### src/rtl/pmem_line_arbiter_if.sv
// Cacheline request bundle: LSQ and prefetcher requester ports plus the shared memory port.
// The arbiter uses the slave view; the requesters/memory side uses the master view.
interface pmem_line_arbiter_if;
   logic         lsq_pmem_read_cla;
   logic         lsq_pmem_write_cla;
   logic [31:0]  lsq_pmem_address_cla;
   logic [255:0] lsq_pmem_wdata_256_cla;
   logic         lsq_pmem_resp_cla;
   logic [255:0] lsq_pmem_rdata_256_cla;

   logic         pref_pmem_read_cla;
   logic         pref_pmem_write_cla;
   logic [31:0]  pref_pmem_address_cla;
   logic         pref_pmem_resp_cla;
   logic [255:0] pref_pmem_rdata_256_cla;

   logic         arbiter_idle;

   logic         mem_read;
   logic         mem_write;
   logic [31:0]  mem_address;
   logic [255:0] mem_wdata_256;
   logic         mem_resp;
   logic [255:0] mem_rdata_256;

   modport slave (
      input  lsq_pmem_read_cla, lsq_pmem_write_cla, lsq_pmem_address_cla, lsq_pmem_wdata_256_cla,
      output lsq_pmem_resp_cla, lsq_pmem_rdata_256_cla,
      input  pref_pmem_read_cla, pref_pmem_write_cla, pref_pmem_address_cla,
      output pref_pmem_resp_cla, pref_pmem_rdata_256_cla,
      output arbiter_idle,
      output mem_read, mem_write, mem_address, mem_wdata_256,
      input  mem_resp, mem_rdata_256
   );

   modport master (
      output lsq_pmem_read_cla, lsq_pmem_write_cla, lsq_pmem_address_cla, lsq_pmem_wdata_256_cla,
      input  lsq_pmem_resp_cla, lsq_pmem_rdata_256_cla,
      output pref_pmem_read_cla, pref_pmem_write_cla, pref_pmem_address_cla,
      input  pref_pmem_resp_cla, pref_pmem_rdata_256_cla,
      input  arbiter_idle,
      input  mem_read, mem_write, mem_address, mem_wdata_256,
      output mem_resp, mem_rdata_256
   );
endinterface

### src/rtl/pmem_line_arbiter.sv
// Arbitrates LSQ miss traffic and next-line prefetches onto one 256-bit cacheline memory port.
// Define PREF_BUF_EN to add a one-line prefetch buffer that LSQ reads can hit without memory.
module pmem_line_arbiter #(
   parameter int unsigned LINE_OFFSET = 5
) (
   input logic              clk,
   input logic              rst,
   pmem_line_arbiter_if.slave bus
);

   localparam int unsigned TagW = 32 - LINE_OFFSET;

`ifdef PREF_BUF_EN
   typedef enum logic [1:0] {StIdle, StServeLsq, StServePref, StBufHit} state_e;
`else
   typedef enum logic [1:0] {StIdle, StServeLsq, StServePref} state_e;
`endif

   state_e         state_q, state_d;
   logic [31:0]    addr_q, addr_d;
   logic [255:0]   wdata_q, wdata_d;
   logic           wr_q, wr_d;
   logic           lsq_resp, pref_resp;
   logic           lsq_req;
   logic [31:0]    lsq_addr_al, pref_addr_al;

`ifdef PREF_BUF_EN
   logic           buf_valid_q, buf_valid_d;
   logic [TagW-1:0] buf_tag_q, buf_tag_d;
   logic [255:0]   buf_line_q, buf_line_d;
   logic           lsq_tag_hit;
`endif

   logic unused_offset_bits;
   assign unused_offset_bits = ^{bus.lsq_pmem_address_cla[LINE_OFFSET-1:0],
                                 bus.pref_pmem_address_cla[LINE_OFFSET-1:0],
                                 bus.pref_pmem_write_cla};

   assign lsq_req      = bus.lsq_pmem_read_cla | bus.lsq_pmem_write_cla;
   assign lsq_addr_al  = {bus.lsq_pmem_address_cla[31:LINE_OFFSET], {LINE_OFFSET{1'b0}}};
   assign pref_addr_al = {bus.pref_pmem_address_cla[31:LINE_OFFSET], {LINE_OFFSET{1'b0}}};

   always_comb begin
      state_d   = state_q;
      addr_d    = addr_q;
      wdata_d   = wdata_q;
      wr_d      = wr_q;
      lsq_resp  = 1'b0;
      pref_resp = 1'b0;
`ifdef PREF_BUF_EN
      buf_valid_d = buf_valid_q;
      buf_tag_d   = buf_tag_q;
      buf_line_d  = buf_line_q;
      lsq_tag_hit = buf_valid_q && (buf_tag_q == bus.lsq_pmem_address_cla[31:LINE_OFFSET]);
`endif
      unique case (state_q)
         StIdle: begin
            if (lsq_req) begin
               addr_d  = lsq_addr_al;
               wdata_d = bus.lsq_pmem_wdata_256_cla;
               wr_d    = bus.lsq_pmem_write_cla;
               state_d = StServeLsq;
`ifdef PREF_BUF_EN
               if (!bus.lsq_pmem_write_cla && lsq_tag_hit) begin
                  state_d = StBufHit;
               end else if (bus.lsq_pmem_write_cla && lsq_tag_hit) begin
                  // Stale after this write, so drop it before the write reaches memory
                  buf_valid_d = 1'b0;
               end
`endif
            end else if (bus.pref_pmem_read_cla) begin
               addr_d  = pref_addr_al;
               wdata_d = '0;
               wr_d    = 1'b0;
               state_d = StServePref;
            end
         end
         StServeLsq: begin
            if (bus.mem_resp) begin
               lsq_resp = 1'b1;
               state_d  = StIdle;
            end
         end
         StServePref: begin
            if (bus.mem_resp) begin
               pref_resp = 1'b1;
               state_d   = StIdle;
`ifdef PREF_BUF_EN
               buf_valid_d = 1'b1;
               buf_tag_d   = addr_q[31:LINE_OFFSET];
               buf_line_d  = bus.mem_rdata_256;
`endif
            end
         end
`ifdef PREF_BUF_EN
         StBufHit: begin
            lsq_resp = 1'b1;
            state_d  = StIdle;
         end
`endif
         default: state_d = StIdle;
      endcase
      // An abandoned transaction never completes, even if memory answers during reset
      if (rst) begin
         lsq_resp  = 1'b0;
         pref_resp = 1'b0;
      end
   end

   always_ff @(posedge clk) begin
      if (rst) begin
         state_q <= StIdle;
         addr_q  <= '0;
         wdata_q <= '0;
         wr_q    <= 1'b0;
`ifdef PREF_BUF_EN
         buf_valid_q <= 1'b0;
         buf_tag_q   <= '0;
         buf_line_q  <= '0;
`endif
      end else begin
         state_q <= state_d;
         addr_q  <= addr_d;
         wdata_q <= wdata_d;
         wr_q    <= wr_d;
`ifdef PREF_BUF_EN
         buf_valid_q <= buf_valid_d;
         buf_tag_q   <= buf_tag_d;
         buf_line_q  <= buf_line_d;
`endif
      end
   end

   logic serving;
   assign serving = (state_q == StServeLsq) || (state_q == StServePref);

   assign bus.arbiter_idle       = (state_q == StIdle);
   assign bus.mem_read           = serving && !wr_q;
   assign bus.mem_write          = serving && wr_q;
   assign bus.mem_address        = addr_q;
   assign bus.mem_wdata_256      = wdata_q;
   assign bus.lsq_pmem_resp_cla  = lsq_resp;
   assign bus.pref_pmem_resp_cla = pref_resp;
   assign bus.pref_pmem_rdata_256_cla = pref_resp ? bus.mem_rdata_256 : '0;
`ifdef PREF_BUF_EN
   assign bus.lsq_pmem_rdata_256_cla =
      !lsq_resp ? '0 : (state_q == StBufHit) ? buf_line_q : bus.mem_rdata_256;
`else
   assign bus.lsq_pmem_rdata_256_cla = lsq_resp ? bus.mem_rdata_256 : '0;
`endif

   pref_write_unsupported_a: assert property (@(posedge clk) disable iff (rst)
      !bus.pref_pmem_write_cla)
      else $error("prefetcher issued an unsupported write");

endmodule

### src/flat_wrapper.sv
// flat-port wrapper written by rule: the top's interface ports become plain ports
module pmem_line_arbiter_flat 
#(
   parameter int unsigned LINE_OFFSET = 5
)
  (clk, rst, bus_lsq_pmem_read_cla, bus_lsq_pmem_write_cla, bus_lsq_pmem_address_cla, bus_lsq_pmem_wdata_256_cla, bus_lsq_pmem_resp_cla, bus_lsq_pmem_rdata_256_cla, bus_pref_pmem_read_cla, bus_pref_pmem_write_cla, bus_pref_pmem_address_cla, bus_pref_pmem_resp_cla, bus_pref_pmem_rdata_256_cla, bus_arbiter_idle, bus_mem_read, bus_mem_write, bus_mem_address, bus_mem_wdata_256, bus_mem_resp, bus_mem_rdata_256);
  pmem_line_arbiter_if bus_i ();
  input logic clk;
  input logic rst;
  input wire logic [$bits(bus_i.lsq_pmem_read_cla)-1:0] bus_lsq_pmem_read_cla;
  input wire logic [$bits(bus_i.lsq_pmem_write_cla)-1:0] bus_lsq_pmem_write_cla;
  input wire logic [$bits(bus_i.lsq_pmem_address_cla)-1:0] bus_lsq_pmem_address_cla;
  input wire logic [$bits(bus_i.lsq_pmem_wdata_256_cla)-1:0] bus_lsq_pmem_wdata_256_cla;
  output wire logic [$bits(bus_i.lsq_pmem_resp_cla)-1:0] bus_lsq_pmem_resp_cla;
  output wire logic [$bits(bus_i.lsq_pmem_rdata_256_cla)-1:0] bus_lsq_pmem_rdata_256_cla;
  input wire logic [$bits(bus_i.pref_pmem_read_cla)-1:0] bus_pref_pmem_read_cla;
  input wire logic [$bits(bus_i.pref_pmem_write_cla)-1:0] bus_pref_pmem_write_cla;
  input wire logic [$bits(bus_i.pref_pmem_address_cla)-1:0] bus_pref_pmem_address_cla;
  output wire logic [$bits(bus_i.pref_pmem_resp_cla)-1:0] bus_pref_pmem_resp_cla;
  output wire logic [$bits(bus_i.pref_pmem_rdata_256_cla)-1:0] bus_pref_pmem_rdata_256_cla;
  output wire logic [$bits(bus_i.arbiter_idle)-1:0] bus_arbiter_idle;
  output wire logic [$bits(bus_i.mem_read)-1:0] bus_mem_read;
  output wire logic [$bits(bus_i.mem_write)-1:0] bus_mem_write;
  output wire logic [$bits(bus_i.mem_address)-1:0] bus_mem_address;
  output wire logic [$bits(bus_i.mem_wdata_256)-1:0] bus_mem_wdata_256;
  input wire logic [$bits(bus_i.mem_resp)-1:0] bus_mem_resp;
  input wire logic [$bits(bus_i.mem_rdata_256)-1:0] bus_mem_rdata_256;
  assign bus_i.lsq_pmem_read_cla = bus_lsq_pmem_read_cla;
  assign bus_i.lsq_pmem_write_cla = bus_lsq_pmem_write_cla;
  assign bus_i.lsq_pmem_address_cla = bus_lsq_pmem_address_cla;
  assign bus_i.lsq_pmem_wdata_256_cla = bus_lsq_pmem_wdata_256_cla;
  assign bus_lsq_pmem_resp_cla = bus_i.lsq_pmem_resp_cla;
  assign bus_lsq_pmem_rdata_256_cla = bus_i.lsq_pmem_rdata_256_cla;
  assign bus_i.pref_pmem_read_cla = bus_pref_pmem_read_cla;
  assign bus_i.pref_pmem_write_cla = bus_pref_pmem_write_cla;
  assign bus_i.pref_pmem_address_cla = bus_pref_pmem_address_cla;
  assign bus_pref_pmem_resp_cla = bus_i.pref_pmem_resp_cla;
  assign bus_pref_pmem_rdata_256_cla = bus_i.pref_pmem_rdata_256_cla;
  assign bus_arbiter_idle = bus_i.arbiter_idle;
  assign bus_mem_read = bus_i.mem_read;
  assign bus_mem_write = bus_i.mem_write;
  assign bus_mem_address = bus_i.mem_address;
  assign bus_mem_wdata_256 = bus_i.mem_wdata_256;
  assign bus_i.mem_resp = bus_mem_resp;
  assign bus_i.mem_rdata_256 = bus_mem_rdata_256;
  pmem_line_arbiter #(.LINE_OFFSET(LINE_OFFSET)) u_core (.clk(clk), .rst(rst), .bus(bus_i));
endmodule
### config.mk
export PLATFORM = sky130hd
export DESIGN_NAME = pmem_line_arbiter_flat
export DESIGN_NICKNAME = d
export VERILOG_FILES = /design/src/rtl/pmem_line_arbiter_if.sv /design/src/rtl/pmem_line_arbiter.sv /design/src/flat_wrapper.sv
export SDC_FILE = /design/constraint.sdc
export NUM_CORES = 1
export LEC_CHECK = 0
export BUFFER_PORTS_ARGS = -buffer_cell sky130_fd_sc_hd__buf_2
export CAP_MARGIN = 20
export CORE_AREA = 2 2 540 542
export DETAILED_ROUTE_END_ITERATION = 6
export DIE_AREA = 0 0 542 544
export SLEW_MARGIN = 20
export SYNTH_ARGS = -nofsm -noshare
export SYNTH_HDL_FRONTEND = slang
export SYNTH_SLANG_ARGS = --single-unit
### constraint.sdc
create_clock -name clk -period 2.1 [get_ports clk]
set_input_delay 0.315 -clock clk [delete_from_list [all_inputs] [get_ports clk]]
set_output_delay 0.315 -clock clk [all_outputs]
set_load 0.01 [all_outputs]
# Word-level counts from Yosys, hierarchy flattened
# Index checks and enable logic that the tools add are counted.
dict set report totals {
  reg_bits 291
  in_bits 583
  output_inout_bits 805
  wordCells 35
}
dict set report op_classes {
  eq_ne 4
  muxes 17
  bitwise 1
  reduce_logical 9
}
# op count
set op_table {}
lappend op_table {{256-bit two-way mux} 4}
lappend op_table {{32-bit two-way mux} 2}
lappend op_table {{1-bit two-way mux} 7}
lappend op_table {{2-bit two-way mux} 3}
lappend op_table {{2-bit one-hot mux with 2 select lines} 1}
lappend op_table {{2-bit AND reduction} 2}
lappend op_table {{3-bit by 2-bit != test with 1-bit output, second input constant} 1}
lappend op_table {{2-bit by 1-bit equality test with 1-bit output, second input constant} 1}
lappend op_table {{2-bit equality test, second input constant} 1}
lappend op_table {{1-bit logical AND} 2}
lappend op_table {{2-bit zero test} 1}
lappend op_table {{2-bit by 1-bit != test with 1-bit output, second input constant} 1}
lappend op_table {{2-bit nonzero test} 1}
lappend op_table {{2-bit OR reduction} 1}
lappend op_table {{1-bit zero test} 1}
lappend op_table {{1-bit logical OR} 1}
lappend op_table {{1-bit OR} 1}

# Logic depth before layout (Yosys ltp)
dict set report depth {
  word_depth 4
  ltp_mapped 8
  mapped_depth_nobuf 5
}

# Least setup slack after synthesis
# No wires, ideal clock.
dict set report synth_timing {
  kind {input to output}
  from {input rst}
  to {output bus_lsq_pmem_rdata_256_cla[216]}
  t_arrival_ns 1.349
  required_ns 1.785
  slack_ns 0.436
  path_stages 6
  n_path_buf 4
  cell_sequence {buf_2 and3b_1 clkbuf_2 buf_2 clkbuf_1 and2_1}
}
dict set report synth_via {
  elab_chain_len 2
}
# item line
set synth_rtl {}
lappend synth_rtl {{start: declaration} flat_wrapper.sv:9} ;# input logic rst;
lappend synth_rtl {{1-bit two-way mux} pmem_line_arbiter.sv:104} ;# if (rst) begin
lappend synth_rtl {{256-bit two-way mux} pmem_line_arbiter.sv:149} ;# assign bus.lsq_pmem_rdata_256_cla = lsq_resp ? bus.mem_rdata_256 : '0;
lappend synth_rtl {{end: declaration} flat_wrapper.sv:15} ;# output wire logic [$bits(bus_i.lsq_pmem_rdata_256_cla)-1:0] bus_lsq_pmem_rdata_256_cla;
# No other way between the ends.

# Worst setup path in the final report
dict set report layout_timing {
  from {register u_core.state_q[1]}
  to {output bus_lsq_pmem_rdata_256_cla[231]}
}
dict set report layout_via {
  elab_chain_len 4
}
# item line
set layout_rtl {}
lappend layout_rtl {{start: declaration} pmem_line_arbiter.sv:19} ;# state_e state_q, state_d;
lappend layout_rtl {{start signal: assignment} pmem_line_arbiter.sv:112} ;# state_q <= StIdle;
lappend layout_rtl {{start signal: assignment} pmem_line_arbiter.sv:122} ;# state_q <= state_d;
lappend layout_rtl {{2-bit by 1-bit equality test with 1-bit output} pmem_line_arbiter.sv:56} ;# unique case (state_q)
lappend layout_rtl {{1-bit two-way mux} pmem_line_arbiter.sv:56}
lappend layout_rtl {{1-bit two-way mux} pmem_line_arbiter.sv:104}
lappend layout_rtl {{256-bit two-way mux} pmem_line_arbiter.sv:149}
# No other way between the ends.

==> results.md <==
- Initial antenna violation count: 289
- Placed cell count: 6423
- CTS tree: yes
- Final nets: 3596
- Non-Filler Instances: 6943
- DR DRC count: 0
- Post-layout min period: 2.64 ns
- Final Hold Fails: 0
- First-pass GRT wire length: 257000 µm
- DRT iter0 DRCs: 1774
- Clk root buf: clkbuf_16
- Synth warn: 0
- Pre-antenna DRT Iters: 5
- Routed length on met2: 95700 µm
- Dpl ws: -0.0737 ns
- Number of synthesized flops with an enable pin: 0
- Final setup vio count: 516
- Number of CTS-inserted buffers: 34
- Clock latency at the later pin of the worst-skew pair: 0.63 ns
- DP Wirelength: 198000 µm
- Metal-1 WL: 76000 µm
- PD cells: 610 nW/µm²
- Tot Pwr: 19.2 mW
- Rel. slew slack: 0.627
- CP Class: flip-flop to output port
- # rows: 198
- WL met3: 41700 µm
- Deepest clock path buffer count: 3
- Routed WL: 225000 µm
- Die W: 542 µm
- Worst Max-Slew Pin Slew: 0.560 ns
- Post-synthesis sequential area ratio: 0.450
- Max-cap viol count: 0
- Hold Path Class: input pin to flip-flop
- Routability cong.: 1.02
- GRT Overall Usage: 0.144
- I/O pins: 1388
- IO Port Bufs: 1371
- Vias per cell: 2.79
- Syn_area_per_cell: 9.60 µm²
- Syn Inst Count: 1326
- Area Overhead vs Synth: 148%
- Startpoint Class: flip-flop
- Number of global-route vias before repair: 17400
- Status: finished, violations left
- Highest routed layer: met5
- Core area: 289000 µm²
- Die area: 295000 µm²
- CP arrival: 2.33 ns
- Asr flop ratio synth: 0
- Highest clock rate: 379 MHz
- Number of routed nets with antenna violations: 0
- Hold_ws: 0.0784 ns
- Ratio of cells with drive above 1 in the final layout: 0.547
- CTS HTree Levels: 2
- Unrepaired setup endpoints after global routing: yes
- Setup ws final: -0.541 ns
- Largest net degree at the start of global routing: 79
- Die Ht: 544 µm
- Peak supply drop: 503 µV
- Final period utilization: 1.26
- Wire per inst: 32.4 µm
- P_leak: 14.6 nW
- CTS clk-pin slew, worst paths: 0.06 ns
- Failing checks: setup timing
- Initial Util: 0.0440
- Seq cells post-synth: 286
- Synth Cell Area: 12700 µm²
- Overflow after GRT: 0
- Prevailing post-synth register cell: dfxtp_1
- Max-slew violation count: 0
- Required time worst endpoint: 1.78 ns
- Max Fanout on Critical Path: 7
- # clock sinks: 286
- CP Capture Type: output port
- Setup skew after layout: 0.0318 ns
- Vias: 19300
- Yosys cell types: 25
[metrics by stage]
step	setup TNS, ns	cell area, µm²	util
after global placement	-0.127	24900	0.0862
after detailed placement	-0.696	24900	0.0862
after CTS	-256.03	30700	0.106
final	-198.32	31500	0.109
after global routing	-247.79	31400	0.109
after floorplan	0	12800	-
[logic make-up (layout without fill, tap and decap cells)]
group / after synthesis / count (layout) / share of synthesized area
and+or+nand+nor: 579 / 579 / 0.275
AOI/OAI and AO/OA: 317 / 317 / 0.209
DFF: 286 / 286 / 0.450
buffers and inverters: 140 / 1842 / 0.0633
adders and majority gates: 3 / 3 / 0.00295
other: 1 / 116 / 0.000294
[cell usage in the layout, fill, tap and decap left out, drive strengths merged, types with 8 or more instances in the layout]
cell,n
buf,1469
and2,513
dlygate4sd3,300
dfxtp,286
a22o,256
diode,111
clkbuf,51
nor2,30
o21ai,28
nand2,27
a311oi,27
clkinv,8
[synth_stat cells, types with 2 or more instances]
master / count / share of area
and2_1: 513 / 0.25
a311oi_1: 27 / 0.019
buf_2: 38 / 0.015
buf_6: 23 / 0.020
nand2b_1: 2 / 0.00098
clkbuf_2: 6 / 0.0024
nor2b_1: 2 / 0.00098
inv_1: 2 / 0.00059
a21oi_1: 3 / 0.0012
buf_4: 14 / 0.0083
dfxtp_1: 286 / 0.45
and3b_1: 2 / 0.0014
ha_1: 3 / 0.0029
o21ai_0: 28 / 0.011
nor3_1: 2 / 0.00079
clkbuf_1: 57 / 0.017
nor2_1: 29 / 0.0085
a22o_1: 256 / 0.18
nand2_1: 27 / 0.0080
[worst paths after layout]
check	start	to	slack (ns)	cells past startpoint
max	u_core.state_q[1]$_SDFFE_PP0P_	bus_lsq_pmem_rdata_256_cla[231]	-0.54	9
min	rst	u_core.bus.mem_address[9]$_SDFFE_PP0P_	0.08	3
max reg2reg	u_core.state_q[0]$_SDFFE_PP0P_	u_core.bus.mem_wdata_256[152]$_SDFFE_PP0P_	0.05	7
min reg2reg	u_core.bus.mem_wdata_256[127]$_SDFFE_PP0P_	u_core.bus.mem_wdata_256[127]$_SDFFE_PP0P_	0.47	1
[worst max-delay path: stages, from the launching register on]
cell and delay [ns]:
dfxtp_2 0.34, inv_2 0.05, ha_4 0.14, and3b_4 0.18, buf_12 0.15, buf_16 0.18, buf_12 0.18, clkbuf_16 0.15
and2_4 0.16, buf_6 0.11
[layout make-up]
class | count | area, µm²
fill | 33400 | 258000
timing repair buffer | 1782 | 13100
multi-input combinational | 904 | 6540
sequential | 286 | 5730
tap | 3800 | 4750
clock buffer | 42 | 901
antenna | 111 | 278
clock inverter | 16 | 231
inverter | 2 | 7.51
[report_power, final]
group	leakage, nW	switching [mW]	internal (mW)
logic	11.6	3.94	2.45
registers	2.36	0.358	6.08
clock network	0.551	2.93	3.49
total	14.6	7.22	12.0
[per-layer routing]
layer | global-route usage | vias to the layer above
met5 | 0.00519 | -
met4 | 0.0521 | 124
met3 | 0.115 | 559
met2 | 0.219 | 1697
met1 | 0.145 | 8892
li1 | - | 8065
[registers in the layout, indices dropped and copies added (netlist names)]
register	flops
u_core.bus.mem_wdata_256	256
u_core.bus.mem_address	27
u_core.state_q	2
u_core.wr_q	1
[what timing repair did]
item | CTS | global route
setup buffers | 16 | 7
setup endpoints to repair | 516 | 600
pin swaps | 36 | 4
gates resized for setup | 210 | 146
gates cloned | 23 | 7
hold buffers | 300 | 0
endpoints found under the hold margin | 283 | 0
Power figures use the tool's default switching activity.
